--- src/rtl/ldpc_check_message_expander.sv ---
// ldpc_check_message_expander
//   Check-node output stage of the min-sum LDPC decoder. Accepts one
//   compressed check-node record (min1, min2, one-hot min location, per-edge
//   sign bits, degree) per handshake. It then streams one signed extrinsic
//   message per active edge, serially, with valid/ready flow control.
//
//   Optional feature (macro LDPC_OFFSET_EN): offset-min-sum. When the macro
//   is defined, each magnitude becomes max(mag - OFFSET, 0) before the sign
//   is applied. When it is undefined, magnitudes pass through unchanged and
//   OFFSET has no effect.
//
// Ports
//   i_clock        clock, rising edge
//   i_reset_n      asynchronous active-low reset
//   i_min1/i_min2  smallest / second-smallest unsigned magnitude
//   i_min_location one-hot edge index of min1 (lowest set bit wins)
//   i_signs        per-edge input sign bits, 1 = negative
//   i_degree       active edge count (0 = empty record, 9..15 act as 8)
//   i_valid/o_ready record handshake
//   o_msg          signed WIDTH+1 extrinsic message
//   o_edge         edge index of o_msg
//   o_last         final edge of the record
//   o_valid/i_ready output beat handshake
module ldpc_check_message_expander #(
  parameter int WIDTH  = 16,
  parameter int OFFSET = 1
) (
  input  logic                    i_clock,
  input  logic                    i_reset_n,
  input  logic [WIDTH-1:0]        i_min1,
  input  logic [WIDTH-1:0]        i_min2,
  input  logic [7:0]              i_min_location,
  input  logic [7:0]              i_signs,
  input  logic [3:0]              i_degree,
  input  logic                    i_valid,
  output logic                    o_ready,
  output logic signed [WIDTH:0]   o_msg,
  output logic [2:0]              o_edge,
  output logic                    o_last,
  output logic                    o_valid,
  input  logic                    i_ready
);

  typedef enum logic {IDLE, EMIT} state_t;

  // Unsigned subtraction of OFFSET that saturates at zero.
  function automatic logic [WIDTH-1:0] sat_sub_offset(input logic [WIDTH-1:0] m);
    logic [WIDTH-1:0] off;
    off = OFFSET[WIDTH-1:0];
    return (m > off) ? (m - off) : '0;
  endfunction

  state_t           state_q, state_d;
  logic [2:0]       edge_q, edge_d;

  logic [WIDTH-1:0] min1_q, min1_d;
  logic [WIDTH-1:0] min2_q, min2_d;
  logic [7:0]       signs_q, signs_d;
  logic [3:0]       deg_q, deg_d;
  logic             parity_q, parity_d;
  logic [2:0]       min_idx_q, min_idx_d;
  logic             min_hit_q, min_hit_d;

  logic [3:0]       deg_clamp;
  logic             in_parity;
  logic [2:0]       loc_idx;
  logic             loc_any;
  logic             loc_hit;
  logic             last_beat;
  logic             accept;
  logic             start;

  logic [WIDTH-1:0]      mag_sel;
  logic [WIDTH-1:0]      mag_adj;
  logic                  msg_sign;
  logic signed [WIDTH:0] mag_s;
  logic signed [WIDTH:0] msg;

  // Input record decode: clamp degree, fold signs, locate the min edge.
  always_comb begin
    deg_clamp = (i_degree > 4'd8) ? 4'd8 : i_degree;
    in_parity = 1'b0;
    for (int k = 0; k < 8; k++) begin
      if (4'(k) < deg_clamp) in_parity = in_parity ^ i_signs[k];
    end
    // Scan downward so the lowest set bit is the one that sticks.
    loc_idx = '0;
    loc_any = 1'b0;
    for (int k = 7; k >= 0; k--) begin
      if (i_min_location[k]) begin
        loc_idx = 3'(k);
        loc_any = 1'b1;
      end
    end
    // A min location outside the active edges means no edge takes min2.
    loc_hit = loc_any && ({1'b0, loc_idx} < deg_clamp);
  end

  // Handshake and state sequencing.
  always_comb begin
    last_beat = (state_q == EMIT) && ({1'b0, edge_q} == (deg_q - 4'd1));
    // During the final beat a new record may be taken in the same cycle the
    // beat leaves, which is what removes the bubble between records.
    o_ready   = (state_q == IDLE) || (last_beat && i_ready);
    accept    = i_valid && o_ready;
    start     = accept && (deg_clamp != 4'd0);

    state_d = state_q;
    edge_d  = edge_q;
    case (state_q)
      IDLE: begin
        if (start) begin
          state_d = EMIT;
          edge_d  = '0;
        end
      end
      EMIT: begin
        if (i_ready) begin
          if (!last_beat) begin
            edge_d = edge_q + 3'd1;
          end else if (start) begin
            edge_d = '0;
          end else begin
            state_d = IDLE;
          end
        end
      end
      default: state_d = IDLE;
    endcase

    min1_d    = min1_q;
    min2_d    = min2_q;
    signs_d   = signs_q;
    deg_d     = deg_q;
    parity_d  = parity_q;
    min_idx_d = min_idx_q;
    min_hit_d = min_hit_q;
    if (accept) begin
      min1_d    = i_min1;
      min2_d    = i_min2;
      signs_d   = i_signs;
      deg_d     = deg_clamp;
      parity_d  = in_parity;
      min_idx_d = loc_idx;
      min_hit_d = loc_hit;
    end
  end

  // Control state: the only flops that reset.
  always_ff @(posedge i_clock or negedge i_reset_n) begin
    if (!i_reset_n) begin
      state_q <= IDLE;
      edge_q  <= '0;
    end else begin
      state_q <= state_d;
      edge_q  <= edge_d;
    end
  end

  // Record holding registers; only read while in EMIT.
  always_ff @(posedge i_clock) begin
    min1_q    <= min1_d;
    min2_q    <= min2_d;
    signs_q   <= signs_d;
    deg_q     <= deg_d;
    parity_q  <= parity_d;
    min_idx_q <= min_idx_d;
    min_hit_q <= min_hit_d;
  end

  // Per-edge message expansion from the held record.
  always_comb begin
    mag_sel = (min_hit_q && (edge_q == min_idx_q)) ? min2_q : min1_q;
`ifdef LDPC_OFFSET_EN
    mag_adj = sat_sub_offset(mag_sel);
`else
    mag_adj = mag_sel;
`endif
    // Extrinsic sign excludes the edge's own sign from the record parity.
    msg_sign = parity_q ^ signs_q[edge_q];
    mag_s    = $signed({1'b0, mag_adj});
    // Negating a zero magnitude gives zero, so there is no negative zero.
    msg      = msg_sign ? -mag_s : mag_s;
  end

  // Outputs are forced to zero outside EMIT so the unreset record registers
  // never show up on the ports.
  always_comb begin
    o_valid = (state_q == EMIT);
    o_msg   = o_valid ? msg : '0;
    o_edge  = o_valid ? edge_q : 3'd0;
    o_last  = last_beat;
  end

endmodule

--- config.mk ---
export PLATFORM = sky130hd
export DESIGN_NAME = ldpc_check_message_expander
export DESIGN_NICKNAME = d
export VERILOG_FILES = /design/src/rtl/ldpc_check_message_expander.sv
export SDC_FILE = /design/constraint.sdc
export NUM_CORES = 1
export LEC_CHECK = 0
export CAP_MARGIN = 20
export CORE_MARGIN = 2
export CORE_UTILIZATION = 56
export DETAILED_ROUTE_END_ITERATION = 8
export DONT_BUFFER_PORTS = 1
export GPL_ROUTABILITY_DRIVEN = 0
export GPL_TIMING_DRIVEN = 0
export PLACE_DENSITY = 0.82
export SETUP_SLACK_MARGIN = 0.02
export SYNTH_ARGS = -nofsm -noshare
export SYNTH_HDL_FRONTEND = slang
export SYNTH_SLANG_ARGS = --single-unit
--- constraint.sdc ---
create_clock -name i_clock -period 4.5 [get_ports i_clock]
set_clock_uncertainty 0.1 [all_clocks]
set_input_delay 0.675 -clock i_clock [delete_from_list [all_inputs] [get_ports i_clock]]
set_output_delay 0.675 -clock i_clock [all_outputs]
set_load 0.02 [all_outputs]
==> flow_metrics.env <==
export IMPL_ant_nets=0
export IMPL_synth_ff_type="edfxtp_1"
export IMPL_grt_first_pass_wirelength_mm=10.3
export IMPL_cts_tree="built"
export IMPL_worstSetupPathType="reg2out"
export IMPL_syn_to_final_growth_pct=7.86
export IMPL_grt_pass1_vias=2158
export IMPL_synth_top_cell_by_area="edfxtp_1"
export IMPL_postCtsSetupRepairBufs=0
export IMPL_cts_root_buffer="clkbuf_8"
export IMPL_io_buffers=0
export IMPL_drtPass1Iterations=4
export IMPL_routed_wl_mm=6.51
export IMPL_grt_setup_unrepaired="no"
export IMPL_synthCells=272
export IMPL_synth_simple_area_share=0.150
export IMPL_period_share=0.948
export IMPL_crit_path_max_fanout=10
export IMPL_hold_class="in2reg"
export IMPL_yosys_area_share_xor_xnor=0.0904
export IMPL_clkLatencyLatePin_ps=300
export IMPL_start_kind="register"
export IMPL_synth_seq_cells=53
export IMPL_met3_usage=0.0655
export IMPL_yosysWarnings=0
export IMPL_via_per_inst=6.17
export IMPL_nets=342
export IMPL_worstPathRequired_ps=3720
export IMPL_p_leak_nw=1.25
export IMPL_top_usage_layer="met2"
export IMPL_cts_made_buffers=5
export IMPL_synth_area_leaders="edfxtp_1, mux2i_1, xnor2_1"
export IMPL_r2r_cells=8
export IMPL_hpwl_mm=5.00
export IMPL_drive_gt1_frac=0.103
export IMPL_synth_common_cells="edfxtp_1, nor2_1, mux2i_1, xnor2_1"
export IMPL_grt_ovfl_total=0
export IMPL_final_hold_viol_count=0
export IMPL_setup_violations=0
export IMPL_status="finished clean"
export IMPL_end_kind="output port"
export IMPL_vias=2172
export IMPL_max_vdd_ir_drop_mv=0.289
export IMPL_synth_most_common_cell="edfxtp_1"
export IMPL_yosys_area_top_type_share=0.479
export IMPL_hold_ws_ps=360
export IMPL_grt_use_met2=0.385
export IMPL_io_pins=79
export IMPL_initial_core_util=0.590
export IMPL_row_count=26
export IMPL_ys_types=50
export IMPL_slew_viol_final=0
export IMPL_antennaDiodeCount=0
export IMPL_synth_compound_area_frac=0.0961
export IMPL_final_util=0.637
export IMPL_grt_total_usage=0.221
export IMPL_cts_sinks=53
export IMPL_drc_errors=0
export IMPL_syn_area_sq_um=3070
export IMPL_ys_seq_area_frac=0.512
export IMPL_arrival_ps=3490
export IMPL_worstMarginPinSlew_ps=850
export IMPL_dpl_cell_area_sq_um=3180
export IMPL_antenna_found_initial=0
export IMPL_h_tree_depth=2
export IMPL_fmax_mhz=234
export IMPL_cap_violations=0
export IMPL_synth_fp_nets=333
export IMPL_grt_max_degree=46
export IMPL_ctsLongestPathBuffers=2
export IMPL_hold_depth=0
export IMPL_initialDrtViolationCount=168
export IMPL_synthArstFlopShare=0.0755
export IMPL_tns_ps=0
export IMPL_synthAdderAreaFrac=0.0204
export IMPL_path_clk_slew_ps=90
export IMPL_fp_dieW_um=78.1
export IMPL_muxShareOfSynthArea=0.0949
export IMPL_synth_edf_count=49
export IMPL_design_area_sq_um=3310
export IMPL_p_per_area_nw_per_um2=576
export IMPL_avgSynthCellArea_sq_um=11.3
export IMPL_synth_top_family_by_area="simple AND/OR/NAND/NOR gates"
export IMPL_wire_per_inst_um=18.5
export IMPL_period_minus_slack_ps=4270
export IMPL_slew_headroom=0.428
export IMPL_gr_usage_met1=0.251
export IMPL_die_y_um=78.1
export IMPL_fp_dieArea_sq_um=6090
export IMPL_coreArea_sq_um=5200
export IMPL_p_total_mw=1.91
==> what timing repair did <==
| item | in CTS | in global routing |
|---|---|---|
| endpoints found under the hold margin | 4 | 0 |
| setup endpoints to repair | 0 | 1 |
| hold buffers | 1 | 0 |
| gates resized for setup | 0 | 1 |
==> worst max-delay path: stages (launching register included) <==
cell and delay, ps:
dfrtp_1 410, buf_6 150, xnor2_1 150, nand4_1 210
buf_4 250, buf_2 240, mux2i_1 180, ha_1 260
nor2b_1 170, and4b_1 200, mux2_2 290, a311oi_1 680
==> routing by layer <==
metal	up-vias	part of all wire
met4	0	0.025
li1	1026	-
met5	-	0
met2	114	0.52
met1	1021	0.37
met3	11	0.090
==> layout make-up <==
class / count / area (sq um)
Fill cell: 407 / 1890
Timing Repair Buffer: 2 / 30.0
Buffer: 10 / 62.6
Tap cell: 70 / 87.6
Sequential cell: 53 / 1570
Inverter: 13 / 48.8
Clock buffer: 6 / 82.6
Multi-Input combinational cell: 196 / 1390
Clock inverter: 2 / 37.5
==> where the power goes <==
part           internal [mW]  switching [mW]  leakage [nW]  total (mW)
Clock                  0.181           0.147        0.0574       0.328
Sequential             0.594          0.0377         0.489       0.631
Combinational          0.326           0.624         0.706       0.950
Total                   1.10           0.808          1.25        1.91
==> kinds of logic (layout without fill, tap and decap cells) <==
| logic type | after synthesis | count (layout) |
|---|---|---|
| AO/OA/AOI/OAI | 44 | 44 |
| XOR/XNOR | 30 | 30 |
| adder cells (fa/ha/maj) | 5 | 5 |
| buffers and inverters | 23 | 33 |
| flip-flops | 53 | 53 |
| multiplexers | 25 | 25 |
| AND/OR/NAND/NOR | 92 | 92 |
==> path summary, 6_finish.rpt <==
kind | startpoint | endpoint | slack (ps)
max in group asynchronous | i_reset_n | edge_q[0]$_DFFE_PN0P_ | 3580
min in group asynchronous | i_reset_n | edge_q[2]$_DFFE_PN0P_ | 540
hold reg to reg | edge_q[2]$_DFFE_PN0P_ | edge_q[2]$_DFFE_PN0P_ | 570
setup / recovery | edge_q[1]$_DFFE_PN0P_ | o_msg[16] | 230
setup reg to reg | deg_q[0]$_DFFE_PP_ | min2_q[8]$_DFFE_PP_ | 1330
hold / removal | i_min1[13] | min1_q[13]$_DFFE_PP_ | 360
==> stage by stage <==
step | setup slack, ps | instances
after CTS | 239 | 352
after global placement | 366 | 342
after floorplan | 880 | 272
final | 232 | 352
after global routing | 81.5 | 352
after detailed placement | 582 | 343
==> sequential cells by signal, summed over array words and instances (netlist names) <==
| name | cells |
|---|---|
| deg_q | 4 |
| edge_q | 3 |
| min1_q | 16 |
| min2_q | 16 |
| min_hit_q | 1 |
| min_idx_q | 3 |
| o_valid | 1 |
| parity_q | 1 |
| signs_q | 8 |
==> cell usage in the layout (no fill, tap or decap), types with 3 or more instances in the layout <==
cell type,count
nor4_1,10
o22ai_1,4
or3_1,4
mux2_2,3
xor2_1,12
a21oi_1,9
mux2i_1,19
xnor2_1,16
clkbuf_8,6
ha_1,5
nor2b_1,3
clkbuf_1,4
nand3_1,5
o21ai_0,12
a22o_1,3
dfrtp_1,4
nand2_1,13
and2_1,3
edfxtp_1,49
or4_1,4
nor3_1,11
inv_1,13
nor2_1,29
(Power assumes the default switching activity.)
